`config.mk`:
```
export PLATFORM = sky130hd
export DESIGN_NAME = fetch_controller_flat
export DESIGN_NICKNAME = d
export VERILOG_FILES = /design/src/rtl/fetch_pkg.sv /design/src/rtl/fetch_if.sv /design/src/rtl/fetch_skid_buf.sv /design/src/rtl/fetch_controller.sv /design/src/flat_wrapper.sv
export SDC_FILE = /design/constraint.sdc
export NUM_CORES = 1
export LEC_CHECK = 0
export BUFFER_PORTS_ARGS = -buffer_cell sky130_fd_sc_hd__buf_4
export CORE_MARGIN = 4
export CORE_UTILIZATION = 50
export CTS_CLUSTER_DIAMETER = 60
export DETAILED_ROUTE_END_ITERATION = 8
export PLACE_DENSITY = 0.8
export SYNTH_ARGS = -nofsm -noshare
export SYNTH_HDL_FRONTEND = slang
export SYNTH_SLANG_ARGS = --single-unit
```
`constraint.sdc`:
```
create_clock -name clk -period 3.6 [get_ports clk]
set_clock_uncertainty 0.2 [all_clocks]
set_input_delay 0.54 -clock clk [delete_from_list [all_inputs] [get_ports clk]]
set_output_delay 0.54 -clock clk [all_outputs]
set_load 0.05 [all_outputs]
```
`src/rtl/fetch_pkg.sv`:
```
// Shared opcode constants, the bubble NOP word, the fetch FSM state type and
// the load-use hazard test used by fetch_controller.
package fetch_pkg;

  localparam logic [5:0] OP_RTYPE  = 6'd9;
  localparam logic [5:0] OP_LW     = 6'd10;
  localparam logic [5:0] OP_SW     = 6'd11;
  localparam logic [5:0] FUNCT_NOP = 6'd1;

  localparam logic [31:0] NOP_WORD = {OP_RTYPE, 5'd0, 5'd0, 5'd0, 5'd9, FUNCT_NOP};

  typedef enum logic [1:0] {
    IDLE = 2'd0,
    RUN  = 2'd1,
    HALT = 2'd2
  } state_t;

  // True when 'next' is an R-type reading the register that the LW 'prev' writes.
  function automatic logic load_use_hazard(input logic [31:0] prev, input logic [31:0] next);
    logic [4:0] lw_rt;
    lw_rt = prev[20:16];
    return (prev[31:26] == OP_LW) && (lw_rt != 5'd0) &&
           (next[31:26] == OP_RTYPE) &&
           ((next[25:21] == lw_rt) || (next[20:16] == lw_rt));
  endfunction

endpackage

```
`src/rtl/fetch_if.sv`:
```
// Instruction-memory and decode-side handshake bundle of the fetch stage.
interface fetch_if #(
  parameter int ADDR_W = 10
) ();

  logic [ADDR_W-1:0] mem_addr;
  logic [31:0]       mem_rdata;
  logic              out_valid;
  logic              out_ready;
  logic [31:0]       out_instr;
  logic [ADDR_W-1:0] out_pc;

  modport master (
    output mem_addr,
    input  mem_rdata,
    output out_valid,
    input  out_ready,
    output out_instr,
    output out_pc
  );

  modport slave (
    input  mem_addr,
    output mem_rdata,
    input  out_valid,
    output out_ready,
    input  out_instr,
    input  out_pc
  );

endinterface

```
`src/rtl/fetch_skid_buf.sv`:
```
// Output register with a one-entry skid buffer behind it; flush empties both.
// The producer guarantees it never lands data while the skid entry is occupied.
module fetch_skid_buf #(
  parameter int W = 42
) (
  input  logic         clk,
  input  logic         rst_n,
  input  logic         flush,
  input  logic         in_valid,
  input  logic [W-1:0] in_data,
  output logic         out_valid,
  input  logic         out_ready,
  output logic [W-1:0] out_data,
  output logic         skid_valid
);

  logic         out_v_q, out_v_d;
  logic [W-1:0] out_data_q, out_data_d;
  logic         skid_v_q, skid_v_d;
  logic [W-1:0] skid_data_q, skid_data_d;

  always_comb begin
    out_v_d     = out_v_q;
    out_data_d  = out_data_q;
    skid_v_d    = skid_v_q;
    skid_data_d = skid_data_q;
    if (flush) begin
      out_v_d  = 1'b0;
      skid_v_d = 1'b0;
    end else if (!out_v_q || out_ready) begin
      // Output register is free this cycle: the older skid entry goes first.
      if (skid_v_q) begin
        out_v_d    = 1'b1;
        out_data_d = skid_data_q;
        skid_v_d   = in_valid;
        if (in_valid) begin
          skid_data_d = in_data;
        end
      end else if (in_valid) begin
        out_v_d    = 1'b1;
        out_data_d = in_data;
      end else begin
        out_v_d = 1'b0;
      end
    end else if (in_valid) begin
      skid_v_d    = 1'b1;
      skid_data_d = in_data;
    end
  end

  always_ff @(posedge clk or negedge rst_n) begin
    if (!rst_n) begin
      out_v_q     <= 1'b0;
      out_data_q  <= '0;
      skid_v_q    <= 1'b0;
      skid_data_q <= '0;
    end else begin
      out_v_q     <= out_v_d;
      out_data_q  <= out_data_d;
      skid_v_q    <= skid_v_d;
      skid_data_q <= skid_data_d;
    end
  end

  assign out_valid  = out_v_q;
  assign out_data   = out_data_q;
  assign skid_valid = skid_v_q;

endmodule

```
`src/rtl/fetch_controller.sv`:
```
// Instruction-fetch sequencer: PC/issue FSM, 1-cycle read tracking, skid-buffered
// delivery to decode. FETCH_LOAD_USE_STALL_EN adds a NOP bubble after LW hazards.
module fetch_controller
  import fetch_pkg::*;
#(
  parameter int ADDR_W   = 10,
  parameter int START_PC = 0,
  parameter int END_PC   = 23
) (
  input  logic              clk,
  input  logic              rst_n,
  input  logic              start,
  input  logic              redirect_valid,
  input  logic [ADDR_W-1:0] redirect_pc,
  fetch_if.master           bus,
  output logic              busy,
  output logic              halted
);

  localparam int DW = 32 + ADDR_W;

  state_t            state_q, state_d;
  logic [ADDR_W-1:0] pc_q, pc_d;
  logic [ADDR_W-1:0] pend_pc_q, pend_pc_d;
  logic              pend_q, pend_d;
  logic              flush;
  logic              adv;

  logic              buf_valid;
  logic              buf_ready;
  logic [DW-1:0]     buf_data;
  logic              skid_v;
  logic [DW-1:0]     land_data;
  logic [31:0]       buf_instr;
  logic [ADDR_W-1:0] buf_pc;
  logic [31:0]       out_instr;

  // Issue only when the landing read has somewhere to go next cycle.
  assign adv = (state_q == RUN) && !skid_v && !(pend_q && buf_valid && !buf_ready);

  always_comb begin
    state_d   = state_q;
    pc_d      = pc_q;
    pend_d    = 1'b0;
    pend_pc_d = pend_pc_q;
    flush     = 1'b0;
    unique case (state_q)
      IDLE: begin
        if (start) begin
          state_d = RUN;
          pc_d    = ADDR_W'(START_PC);
        end
      end
      RUN: begin
        if (adv) begin
          pend_d    = 1'b1;
          pend_pc_d = pc_q;
          pc_d      = pc_q + 1'b1;
          if (pc_q == ADDR_W'(END_PC)) begin
            state_d = HALT;
          end
        end
      end
      HALT: begin
      end
      default: state_d = IDLE;
    endcase
    // Redirect squashes the in-flight read and everything buffered.
    if (redirect_valid && (state_q != IDLE)) begin
      state_d = RUN;
      pc_d    = redirect_pc;
      pend_d  = 1'b0;
      flush   = 1'b1;
    end
  end

  always_ff @(posedge clk or negedge rst_n) begin
    if (!rst_n) begin
      state_q   <= IDLE;
      pc_q      <= ADDR_W'(START_PC);
      pend_q    <= 1'b0;
      pend_pc_q <= '0;
    end else begin
      state_q   <= state_d;
      pc_q      <= pc_d;
      pend_q    <= pend_d;
      pend_pc_q <= pend_pc_d;
    end
  end

  assign land_data = {bus.mem_rdata, pend_pc_q};

  fetch_skid_buf #(
    .W(DW)
  ) u_skid (
    .clk       (clk),
    .rst_n     (rst_n),
    .flush     (flush),
    .in_valid  (pend_q),
    .in_data   (land_data),
    .out_valid (buf_valid),
    .out_ready (buf_ready),
    .out_data  (buf_data),
    .skid_valid(skid_v)
  );

  assign {buf_instr, buf_pc} = buf_data;

`ifdef FETCH_LOAD_USE_STALL_EN
  logic        bubble;
  logic        last_v_q;
  logic [31:0] last_instr_q;

  // The NOP carries the dependent pc; the real word stays held until after it.
  assign bubble    = buf_valid && last_v_q && load_use_hazard(last_instr_q, buf_instr);
  assign buf_ready = bus.out_ready && !bubble;
  assign out_instr = bubble ? NOP_WORD : buf_instr;

  always_ff @(posedge clk or negedge rst_n) begin
    if (!rst_n) begin
      last_v_q     <= 1'b0;
      last_instr_q <= '0;
    end else if (flush) begin
      last_v_q <= 1'b0;
    end else if (buf_valid && bus.out_ready) begin
      last_v_q     <= 1'b1;
      last_instr_q <= out_instr;
    end
  end
`else
  assign buf_ready = bus.out_ready;
  assign out_instr = buf_instr;
`endif

  assign bus.mem_addr  = pc_q;
  assign bus.out_valid = buf_valid;
  assign bus.out_instr = out_instr;
  assign bus.out_pc    = buf_pc;

  assign busy   = (state_q == RUN) || pend_q || buf_valid || skid_v;
  assign halted = (state_q == HALT) && !pend_q && !buf_valid && !skid_v;

endmodule
```
`src/flat_wrapper.sv`:
```
// flat-port wrapper written by rule: the top's interface ports become plain ports
module fetch_controller_flat import fetch_pkg::*;
#(
  parameter int ADDR_W   = 10,
  parameter int START_PC = 0,
  parameter int END_PC   = 23
)
  (clk, rst_n, start, redirect_valid, redirect_pc, busy, halted, bus_mem_addr, bus_mem_rdata, bus_out_valid, bus_out_ready, bus_out_instr, bus_out_pc);
  fetch_if #(.ADDR_W(ADDR_W)) bus_i ();
  input  logic clk;
  input  logic rst_n;
  input  logic start;
  input  logic redirect_valid;
  input  logic [ADDR_W-1:0] redirect_pc;
  output logic busy;
  output logic halted;
  output wire logic [$bits(bus_i.mem_addr)-1:0] bus_mem_addr;
  input wire logic [$bits(bus_i.mem_rdata)-1:0] bus_mem_rdata;
  output wire logic [$bits(bus_i.out_valid)-1:0] bus_out_valid;
  input wire logic [$bits(bus_i.out_ready)-1:0] bus_out_ready;
  output wire logic [$bits(bus_i.out_instr)-1:0] bus_out_instr;
  output wire logic [$bits(bus_i.out_pc)-1:0] bus_out_pc;
  assign bus_mem_addr = bus_i.mem_addr;
  assign bus_i.mem_rdata = bus_mem_rdata;
  assign bus_out_valid = bus_i.out_valid;
  assign bus_i.out_ready = bus_out_ready;
  assign bus_out_instr = bus_i.out_instr;
  assign bus_out_pc = bus_i.out_pc;
  fetch_controller #(.ADDR_W(ADDR_W), .START_PC(START_PC), .END_PC(END_PC)) u_core (.clk(clk), .rst_n(rst_n), .start(start), .redirect_valid(redirect_valid), .redirect_pc(redirect_pc), .bus(bus_i), .busy(busy), .halted(halted));
endmodule
```
Word-level counts from Yosys, hierarchy flattened
Cells that the tools add are included.
{"block": "totals", "regBits": 109, "latch_bits": 0, "ramBits": 0, "mem_bits_ro": 0, "inputBits": 47, "out_inout_bits": 55, "word_cells": 72, "memories": 0}
{"block": "classes", "addsub": 1, "n_mul": 0, "n_div": 0, "n_lt_le_gt_ge": 0, "n_eq_ne": 8, "shifts": 0, "n_mux": 26, "bitwise": 1, "n_reduce_logical": 28}
{"operator": "two-way mux 42 bit", "n": 5}
{"operator": "two-way mux 10 bit", "n": 3}
{"operator": "case mux 10 bit (2 select lines)", "n": 1}
{"operator": "two-way mux 1 bit", "n": 12}
{"operator": "adder 10 x 1 -> 10 bit, second input constant", "n": 1}
{"operator": "== test 10 x 5 -> 1 bit, second input constant", "n": 1}
{"operator": "logical AND 1 bit", "n": 8}
{"operator": "two-way mux 2 bit", "n": 4}
{"operator": "inequality test 3 x 2 -> 1 bit, second input constant", "n": 2}
{"operator": "case mux 2 bit (3 select lines)", "n": 1}
{"operator": "AND reduction 3 bit", "n": 2}
{"operator": "nonzero test 2 bit", "n": 3}
{"operator": "nonzero test 3 bit", "n": 2}
{"operator": "logical NOT 1 bit", "n": 5}
{"operator": "logical OR 1 bit", "n": 4}
{"operator": "AND reduction 2 bit", "n": 2}
{"operator": "AND reduction 4 bit", "n": 1}
{"operator": "inequality test 3 bit, second input constant", "n": 1}
{"operator": "== test 2 x 1 -> 1 bit, second input constant", "n": 1}
{"operator": "== test 2 bit, second input constant", "n": 1}
{"operator": "logical NOT 2 bit", "n": 1}
{"operator": "inequality test 2 x 1 -> 1 bit, second input constant", "n": 1}
{"operator": "inequality test 2 bit, second input constant", "n": 1}
{"operator": "NOT 1 bit", "n": 1}

Depth between registers and ports, before layout
Gate-level depths: netlist of run 1.
{"block": "logic_depth", "ltp_word": 7, "depth_mapped": 7, "depth_no_buf": 5}

By module
From an unflattened synthesis of run 1, not the netlist that was laid out.
{"block": "unflattened", "cells_unflattened": 357, "hier_area_um2": 4944.7}
{"mod": "fetch_skid_buf", "instances": 1, "cells_per_inst": 235, "area_per_inst_um2": 3732.3, "seq_area_each_um2": 2152.1}
{"mod": "fetch_controller", "instances": 1, "cells_per_inst": 122, "area_per_inst_um2": 1212.4, "seq_area_each_um2": 575.6}

Worst setup path after synthesis of run 1
Ideal clock, no wire load.
{"block": "synth_path", "kind": "reg2out", "from": "reg u_core.state_q[1]", "to": "out busy", "arrival_ps": 1572, "t_required_ps": 2860, "setup_slack_ps": 1288, "stages_incl_launch_ff": 3, "n_path_buf": 1, "path_cell_list": "dfrtp_1 > buf_6 > o21ai_0"}
{"block": "synth_between", "elab_chain_cells": 4}
{"item": "start, declared", "line_no": "fetch_controller.sv:22", "text": "state_t state_q, state_d;"}
{"item": "start signal, assigned", "line_no": "fetch_controller.sv:84", "text": "state_q <= state_d;"}
{"item": "== test 2 x 1 -> 1 bit", "line_no": "fetch_controller.sv:140", "text": "assign busy = (state_q == RUN) || pend_q || buf_valid || skid_v;"}
{"item": "logical OR 1 bit (3 in a row)", "line_no": "fetch_controller.sv:140"}
{"item": "end, declared", "line_no": "flat_wrapper.sv:15", "text": "output logic busy;"}
Every way passes these cells.

Worst setup path in the final report of run 1
{"block": "layout_path", "from": "reg u_core.u_skid.skid_v_q, in the netlist u_core.u_skid.skid_valid", "to": "reg u_core.u_skid.skid_data_q[18]"}
{"block": "layout_between", "elab_chain_cells": 2}
{"item": "start, declared", "line_no": "fetch_skid_buf.sv:19", "text": "logic skid_v_q, skid_v_d;"}
{"item": "start signal, assigned", "line_no": "fetch_skid_buf.sv:60", "text": "skid_v_q <= skid_v_d;"}
{"item": "inequality test 2 bit (no line)"}
{"item": "AND reduction 2 bit (no line)"}
{"item": "end signal, assigned", "line_no": "fetch_skid_buf.sv:61", "text": "skid_data_q <= skid_data_d;"}
{"item": "end, declared", "line_no": "fetch_skid_buf.sv:20", "text": "logic [W-1:0] skid_data_q, skid_data_d;"}
Every way passes these cells.
A chain may end at the register's enable or synchronous reset.

==> metrics.yaml, run 1 <==
result_of_the_run: "complete, no violations"
portBuffers: 101
number_of_buffers_on_the_longest_clock_path: 2
placer_congestion: 0.7883
core.rowCount: 35
routed-via-count: 3339
most_frequent_standard_cell_in_the_layout_excluding_fill_and_tap_cells: "dfrtp_1"
drtAntennaViolNets: 0
post-synth-top-area-cell: "dfrtp_1"
ys.flop_type: "dfrtp_1"
cts_tree: "yes"
grt_start_max_net_pins: 85
max_stage_delay_ns: 0.72
grt_setup_unrepaired: "false"
synth.yosys.seq_area_share_pct: 56.68
power.static_leakage_nw: 2.532
slowest_stage: "o211ai_4"
timing.setup.critical_path_class: "reg -> reg"
syn_inst: 401
yosys_register_bits: 109
critPathCaptureType: "register"
fin_crit_sh_pct: 68.50
layout-drive-gt1-share_pct: 36.02
layout.cells.non_filler: 626
mappedNetlistArea_um2: 4812
cts-hold-fix-buffers: 0
period_needed_ns: 2.466
core_um2: 9284
worstPathBufferInverterCount: 1
timing.final.max_slew_violations: 0
netlist-cell-type-count: 40
antenna_violations_before_repair: 0
ys.warnings.count: 0
grt_util_all_layers_pct: 18.11
post_synth_edffs: 0
setup_violations: 0
hpwl_um: 6990
worst_setup_path_start_kind: "register"
synthArstFlopShare_pct: 100.0
floorplan.die_area_um2: 11260
p_per_area_nw_per_um2: 664.1
overflow: 0
syn_avg_cell_area_um2: 12.00
drt-initial-drc-count: 158
via_per_inst: 5.334
drt_first_pass_iters: 4
cts_made_buffers: 9
worstReg2RegStart: "u_core.u_skid.skid_valid"
path_clk_slew_ns: 0.10
hold_class: "in -> async"
fillerInstances: 789
worst_ir_drop_vdd_v: 0.0003599
achievable-frequency_ghz: 0.4055
final.setup.tns_ns: 0
placedCellCount: 610
synthDominantCellAreaShare_pct: 56.68
highest_fanout_seen_on_the_critical_path: 22
synth_nets: 449
io_pins: 102
crit_path_start: "u_core.u_skid.skid_valid"
num-nets-final: 540
max_cap_violations: 0
grt_pass1_vias: 3405
ctsRootBufferMaster: "clkbuf_8"
timing.max_slew.rel_slack_pct: 46.86
cts_resized: 0
clock_sink_count: 109
floorplan.die.width_um: 106.1
wirelength_um: 9918
crit_chain: "o211ai_4, buf_4, mux2_2"
clock_insertion_delay_at_the_later_pin_of_the_skew_report_ns: 0.36
endpoints_failing_hold: 0
area.growth.synth_to_final_pct: 20.83
dieHeight_um: 106.1
slew_at_the_pin_closest_to_its_max_slew_limit_ns: 0.7971
ctsHtreeMaxLevel: 3
ys_top_cells_by_area: "dfrtp_1, mux2_2, mux2i_1, a21oi_1, nor2_1"
mostFrequentLayoutCells: "dfrtp_1, buf_4, nor2_1"
timing.critical_path.max_delay_family: "compound AO/OA/AOI/OAI gates"
route.detailed.wl_per_inst_um: 15.84
timing.critical_path.required_ns: 3.64
grt_pass1_wl_um: 16530
worst-endpoint-arrival_ns: 2.51
drc: 0
start_util_pct: 51.83
antennaDiodeCount: 0
postCtsSetupBuffers: 0
-- final timing paths --
kind	endpoint	slack, ns	cells past startpoint
worst max-delay path	u_core.u_skid.skid_data_q[18]	1.13	3
worst min-delay path	u_core.u_skid.out_data[3]	0.03	1
worst max register to register	u_core.u_skid.skid_data_q[18]	1.13	3
worst min register to register	u_core.u_skid.skid_data_q[32]	0.31	1
max in group asynchronous	u_core.u_skid.skid_data_q[31]	2.33	2
min in group clk	u_core.state_q[1]	0.16	2
-- routing by layer --
layer / share of wire, % / track usage, % / up-vias
met5: 0 / 0 / -
met3: 4.4 / 2.672 / 12
li1: - / - / 1613
met4: 1.8 / 7.308 / 0
met2: 49 / 29.68 / 84
met1: 45 / 24.26 / 1630
-- power by group --
part           switching (mW)  internal [mW]
clock network           0.394          0.271
logic                   0.852          0.517
registers               0.241           1.59
-- registers in the layout, summed over array words and instances, names as in the netlist --
register,cells
u_core.bus.mem_addr,10
u_core.u_skid.out_data,42
u_core.u_skid.out_valid,1
u_core.u_skid.skid_valid,1
u_core.state_q,2
u_core.u_skid.skid_data_q,42
u_core.pend_q,1
u_core.pend_pc_q,10
-- final cells by class --
type                            count  area, µm²  share of cell area [%]
Tap cell                          129      161.4                   2.776
Inverter                            3      11.26                  0.1937
Clock buffer                       11      141.4                   2.432
Multi-Input combinational cell    263       1939                   33.35
Clock inverter                      5      36.28                  0.6241
Sequential cell                   109       2729                   46.93
Timing Repair Buffer              106      795.8                   13.69
-- cell usage after synthesis, drive strengths merged (2+ instances only) --
| library cell | instances |
|---|---|
| a21oi | 51 |
| a22o | 2 |
| a31oi | 3 |
| and3 | 4 |
| buf | 22 |
| clkbuf | 4 |
| dfrtp | 109 |
| inv | 3 |
| mux2 | 51 |
| mux2i | 42 |
| nand2 | 6 |
| nand3 | 3 |
| nand4 | 2 |
| nor2 | 53 |
| nor3 | 5 |
| nor4 | 5 |
| o211ai | 2 |
| o21ai | 14 |
| o2bb2ai | 4 |
| or3b | 3 |
-- per-stage QoR --
step	instance area [µm²]	util [%]	setup slack [ns]	power [mW]	hold WS (ns)
6_report	5814	62.63	1.134	3.861	0.03114
5_1_grt	5814	62.63	1.045	4.071	0.08718
4_1_cts	5814	62.63	1.115	3.898	0.05821
3_5_place_dp	5637	60.71	1.089	3.237	0.2940
3_3_place_gp	5637	60.71	1.144	3.174	0.2859
2_1_floorplan	4812	-	1.288	2.770	0.04441
-- cell families (layout without fill, tap and decap cells) --
| kind of cell | count (synthesis) | in the layout | synth area share [%] |
|---|---|---|---|
| flops | 109 | 109 | 56.68 |
| compound gates | 83 | 83 | 10.04 |
| simple gates | 86 | 86 | 8.476 |
| mux | 93 | 93 | 21.22 |
| buf+inv | 29 | 125 | 3.328 |
| fa+ha+maj | 1 | 1 | 0.2600 |
Note: power is estimated with default switching activity, not from simulation.
==> run 2: changes to the inputs <==
--- a/config.mk
+++ b/config.mk
@@ -5,6 +5,7 @@
 export SDC_FILE = /design/constraint.sdc
 export NUM_CORES = 1
 export LEC_CHECK = 0
+export ABC_AREA = 1
 export BUFFER_PORTS_ARGS = -buffer_cell sky130_fd_sc_hd__buf_4
 export CORE_MARGIN = 4
 export CORE_UTILIZATION = 50
==> constraint.sdc (replaced) <==
create_clock -name clk -period 2.35 [get_ports clk]
set_clock_uncertainty 0.2 [all_clocks]
set_input_delay 0.3525 -clock clk [delete_from_list [all_inputs] [get_ports clk]]
set_output_delay 0.3525 -clock clk [all_outputs]
set_load 0.05 [all_outputs]
==> metrics.yaml, run 2 <==
result_of_the_run: "complete, no violations"
synth_nets: 643
highest_fanout_seen_on_the_critical_path: 4
place_area_um2: 5728
timing.critical_path.required_ns: 1.80
grt_setup_unrepaired: "false"
floorplan.die_area_um2: 11430
cts_made_buffers: 9
antennaDiodeCount: 0
grt_util_all_layers_pct: 18.45
worst_ir_drop_vdd_v: 0.0007906
timing.final.max_slew_violations: 0
worst_setup_path_start_kind: "register"
worst-endpoint-arrival_ns: 1.44
drc: 0
floorplan.die.width_um: 106.9
worstReg2RegStart: "u_core.state_q[1]"
synthMostInstantiatedCell: "nand2_1"
post-synth-top-area-cell: "dfrtp_1"
rrSetupSlack_ns: 0.54
p_per_area_nw_per_um2: 1425
drt-initial-drc-count: 206
portBuffers: 101
worst_hold_path.num_cells: 3
ys_top_cells_by_area: "dfrtp_1, nand2_1, o21ai_0, inv_1, o21ai_1"
number_of_buffers_on_the_longest_clock_path: 2
final_core_utilization_pct: 63.26
r2r-end: "u_core.bus.mem_addr[5]"
mappedNetlistArea_um2: 4890
ctsHtreeMaxLevel: 3
hold_class: "in -> reg"
netlist-cell-type-count: 26
slew_at_the_pin_closest_to_its_max_slew_limit_ns: 0.6872
cts_resized: 0
num-nets-final: 732
drt_first_pass_iters: 5
layout-drive-gt1-share_pct: 19.45
placer_congestion: 0.8281
hold_path_end: "u_core.u_skid.skid_data_q[27]"
fillerInstances: 827
post_synth_edffs: 0
synthArstFlopShare_pct: 100.0
core.rowCount: 35
net_switching_power_mw: 3.981
route.detailed.wl_per_inst_um: 12.33
final.setup.tns_ns: 0
pwr-share-clk_pct: 13.1
grt_pass1_wl_um: 17430
yosys_register_bits: 109
mostFrequentLayoutCells: "nand2_1, o21ai_0, dfrtp_1"
timing.setup.critical_path_class: "reg -> out"
start_util_pct: 52.18
critPathCaptureType: "output pin"
synthDominantCellAreaShare_pct: 55.78
area.growth.synth_to_final_pct: 21.24
crit_chain: "inv_1, nand2_1, nor4_2, buf_4"
ys.warnings.count: 0
via_per_inst: 4.913
setup_violations: 0
path_clk_slew_ns: 0.10
overflow: 0
syn_inst: 595
timing.critical_path.max_delay_family: "flip-flops"
clock_insertion_delay_at_the_later_pin_of_the_skew_report_ns: 0.35
fin_crit_sh_pct: 84.68
antenna_violations_before_repair: 0
hp-start: "bus_mem_rdata[17]"
ff2ff_path_depth: 8
achievable-frequency_ghz: 0.5025
wirelength_um: 10080
max_stage_delay_ns: 0.45
max_cap_violations: 0
synth.yosys.seq_area_share_pct: 55.78
post_synth_top_cells: "nand2_1, o21ai_0, dfrtp_1"
timing.max_slew.rel_slack_pct: 54.18
clock_sink_count: 109
flop_pwr_share_pct: 38.1
dieHeight_um: 106.9
cellInternalPower_mw: 4.464
grt_pass1_vias: 3853
grt_start_max_net_pins: 86
hpwl_um: 7032
io_pins: 102
routed-via-count: 4019
worstPathBufferInverterCount: 2
period_needed_ns: 1.990
most_frequent_standard_cell_in_the_layout_excluding_fill_and_tap_cells: "nand2_1"
power.static_leakage_nw: 3.155
fin_area_um2: 5928
p_sw_share_pct: 47.14
ys.flop_type: "dfrtp_1"
slowest_stage: "dfrtp_1"
part_of_the_power_in_combinational_logic_pct: 48.8
ctsRootBufferMaster: "clkbuf_8"
cts_tree: "yes"
drtAntennaViolNets: 0
endpoints_failing_hold: 0
syn_avg_cell_area_um2: 8.218
core_um2: 9371
-- run 2: cell count changes in the layout (fill, tap and decap cells not counted), moves of 5 or more --
cell     previous run  this run
a21oi_1            51         1
inv_1               3        61
mux2_2             44         0
mux2_4              7         0
mux2i_1            42         0
nand2_1             6       202
nand3_1             3        10
nor2_1             53        14
nor4_1              5         0
o21ai_0            12       117
o21ai_1             2        28
-- run 2: per-layer routing --
metal	share of wire, %	wire length [µm]	global-route usage, %
met4	0.70	71	6.484
met3	5.3	531	3.311
met1	47	4724	24.86
met5	0	0	0
met2	47	4755	30.17
-- run 2: what timing repair did --
action / CTS / global route
hold buffers: 1 / 0
hold endpoints to repair: 30 / 0
setup endpoints to repair: 0 / 0
setup buffers: 0 / 0
-- run 2: worst max path at each step --
stage          cells past startpoint                    endpoint                     start
6_report                           4                      halted             u_core.pend_q
5_1_grt                            4                      halted             u_core.pend_q
4_1_cts                            4                      halted             u_core.pend_q
3_5_place_dp                       8      u_core.bus.mem_addr[4]         u_core.state_q[1]
3_3_place_gp                       4  u_core.u_skid.out_data[38]  u_core.u_skid.skid_valid
2_1_floorplan                      1                      halted   u_core.u_skid.out_valid
-- run 2: through the flow --
step	total power [mW]	hold WS (ns)	worst slack, ns	std cells
floorplan	6.198	-0.1431	0.2089	595
global placement	7.266	0.1224	0.6708	801
detailed placement	7.413	0.1206	0.5814	801
CTS	8.527	0.04188	0.3454	818
global route	9.077	0.05911	0.2777	818
finish	8.445	0.05658	0.3600	818
-- run 2: cells by family after synthesis --
kind of cell | count (synthesis) | share of synthesized area, %
AO/OA/AOI/OAI | 151 | 15.84
adder cells (fa/ha/maj) | 1 | 0.2558
AND/OR/NAND/NOR | 238 | 19.24
flip-flops | 109 | 55.78
buffers and inverters | 96 | 8.879
-- run 2: final cells by class --
class / count / area [µm²] / area share [%]
Sequential cell: 109 / 2728 / 46.01
Multi-Input combinational cell: 390 / 1743 / 29.40
Timing Repair Buffer: 110 / 865.8 / 14.61
Inverter: 64 / 240.2 / 4.052
Tap cell: 129 / 161.4 / 2.723
Clock buffer: 11 / 131.4 / 2.216
Clock inverter: 5 / 58.81 / 0.9920
-- run 2: power groups by stage --
stage,Sequential [mW],Combinational [mW],Clock [mW]
finish,3.22,4.12,1.10
global placement,3.22,4.05,0
detailed placement,3.25,4.16,0
CTS,3.22,4.17,1.14
global route,3.34,4.52,1.22
floorplan,4.53,1.66,0
-- run 2: worst reg2reg max path: stages, from the launching register on --
cell     delay (ns)
dfrtp_1        0.41
inv_1          0.14
nand2_2        0.09
nor2_1         0.11
nand2_1        0.11
nand2_1        0.10
nand2_1        0.09
nor2_4         0.28
o21ai_0        0.16
==> run 3: changes to the inputs <==
==> constraint.sdc (replaced) <==
create_clock -name clk -period 2.07 [get_ports clk]
set_clock_uncertainty 0.2 [all_clocks]
set_input_delay 0.3105 -clock clk [delete_from_list [all_inputs] [get_ports clk]]
set_output_delay 0.3105 -clock clk [all_outputs]
set_load 0.05 [all_outputs]
==> metrics.yaml, run 3 (synthesis gave the netlist of run 2 again) <==
result_of_the_run: "complete, no violations"
fin_crit_sh_pct: 95.01
timing.critical_path.required_ns: 1.56
endpoints_failing_hold: 0
timing.final.max_slew_violations: 0
grt_util_all_layers_pct: 18.98
cts_made_buffers: 9
drt-initial-drc-count: 230
io_pins: 102
timing.setup.critical_path_class: "reg -> out"
period_needed_ns: 1.967
floorplan.die_area_um2: 11430
drc: 0
route.detailed.wl_per_inst_um: 12.59
highest_fanout_seen_on_the_critical_path: 4
drtAntennaViolNets: 0
hold_path_end: "u_core.u_skid.skid_data_q[18]"
grt_setup_unrepaired: "false"
path_clk_slew_ns: 0.11
max_cap_violations: 0
start_util_pct: 52.18
setup_violations: 0
p_per_area_nw_per_um2: 1597
worst_setup_path_start_kind: "register"
cts_resized: 0
r2r-end: "u_core.bus.mem_addr[5]"
hold_class: "in -> reg"
final_core_utilization_pct: 63.75
ctsRootBufferMaster: "clkbuf_8"
worst_ir_drop_vdd_v: 0.0008279
power.total_mw: 9.540
fin_area_um2: 5974
layout-drive-gt1-share_pct: 19.48
place_area_um2: 5749
via_per_inst: 4.977
cts_tree: "yes"
worstReg2RegStart: "u_core.state_q[1]"
clock_sink_count: 109
number_of_buffers_on_the_longest_clock_path: 2
clock_insertion_delay_at_the_later_pin_of_the_skew_report_ns: 0.36
ff2ff_path_depth: 9
grt_start_max_net_pins: 86
num-nets-final: 736
drt_first_pass_iters: 5
overflow: 0
core_um2: 9371
final.setup.tns_ns: 0
hpwl_um: 7065
power.static_leakage_nw: 3.170
core.rowCount: 35
floorplan.die.width_um: 106.9
critPathCaptureType: "output pin"
hp-start: "bus_mem_rdata[8]"
antennaDiodeCount: 0
routed-via-count: 4091
dieHeight_um: 106.9
placement.setup.worst_slack_ns: 0.2981
wirelength_um: 10350
grt_pass1_vias: 3926
mostFrequentLayoutCells: "nand2_1, o21ai_0, dfrtp_1"
timing.max_slew.rel_slack_pct: 62.97
placedCellCount: 801
rrSetupSlack_ns: 0.28
slew_at_the_pin_closest_to_its_max_slew_limit_ns: 0.5512
area.growth.synth_to_final_pct: 22.19
timing.final.ws_setup_ns: 0.1032
antenna_violations_before_repair: 0
timing.hold.ws_ns: 0.02380
fillerInstances: 799
grt_pass1_wl_um: 17840
worst-endpoint-arrival_ns: 1.46
worst_hold_path.num_cells: 3
portBuffers: 101
achievable-frequency_ghz: 0.5084
ctsHtreeMaxLevel: 3
layout.cells.non_filler: 822
most_frequent_standard_cell_in_the_layout_excluding_fill_and_tap_cells: "nand2_1"
placer_congestion: 0.8389
run 3: per-layer routing:
metal  vias up  global-route usage, %  part of all wire, %
met4         0                  4.749                 0.94
met1      1873                  25.82                   46
met2       133                  31.52                   47
li1       2076                      -                    -
met5         -                      0                    0
met3         9                  3.672                  6.4
run 3: final cells by class:
type	count	area (µm²)	share of cell area [%]
inverters	64	240.2	4.021
repair buffers	114	918.4	15.37
well taps	129	161.4	2.702
multi-input cells	390	1752	29.32
clock buffers	10	127.6	2.136
flip-flops and latches	109	2728	45.65
clock inverters	6	47.55	0.7958
run 3: power by group:
part	internal [mW]	leakage [nW]	switching, mW
Combinational	1.43	1.70	3.29
Sequential	3.09	1.39	0.581
Clock	0.447	0.0804	0.706
run 3: what timing repair did:
action | in CTS | in global routing
endpoints found under the hold margin | 34 | 0
buffers inserted | 0 | 0
hold buffers | 5 | 0
run 3: worst max-delay path by stage:
stage                        startpoint                      to  cells after the start
6_report       u_core.u_skid.skid_valid                  halted                      4
5_1_grt        u_core.u_skid.skid_valid                  halted                      4
4_1_cts        u_core.u_skid.skid_valid                  halted                      4
3_5_place_dp          u_core.state_q[1]  u_core.bus.mem_addr[4]                      8
3_3_place_gp          u_core.state_q[1]  u_core.bus.mem_addr[5]                      8
2_1_floorplan   u_core.u_skid.out_valid  u_core.bus.mem_addr[7]                     10
run 3: worst max-delay path, cell delays in order, from the launching register on:
cell and delay, ns:
dfrtp_1 0.44, inv_2 0.13, nand2_1 0.13, nor4_4 0.17, buf_4 0.24
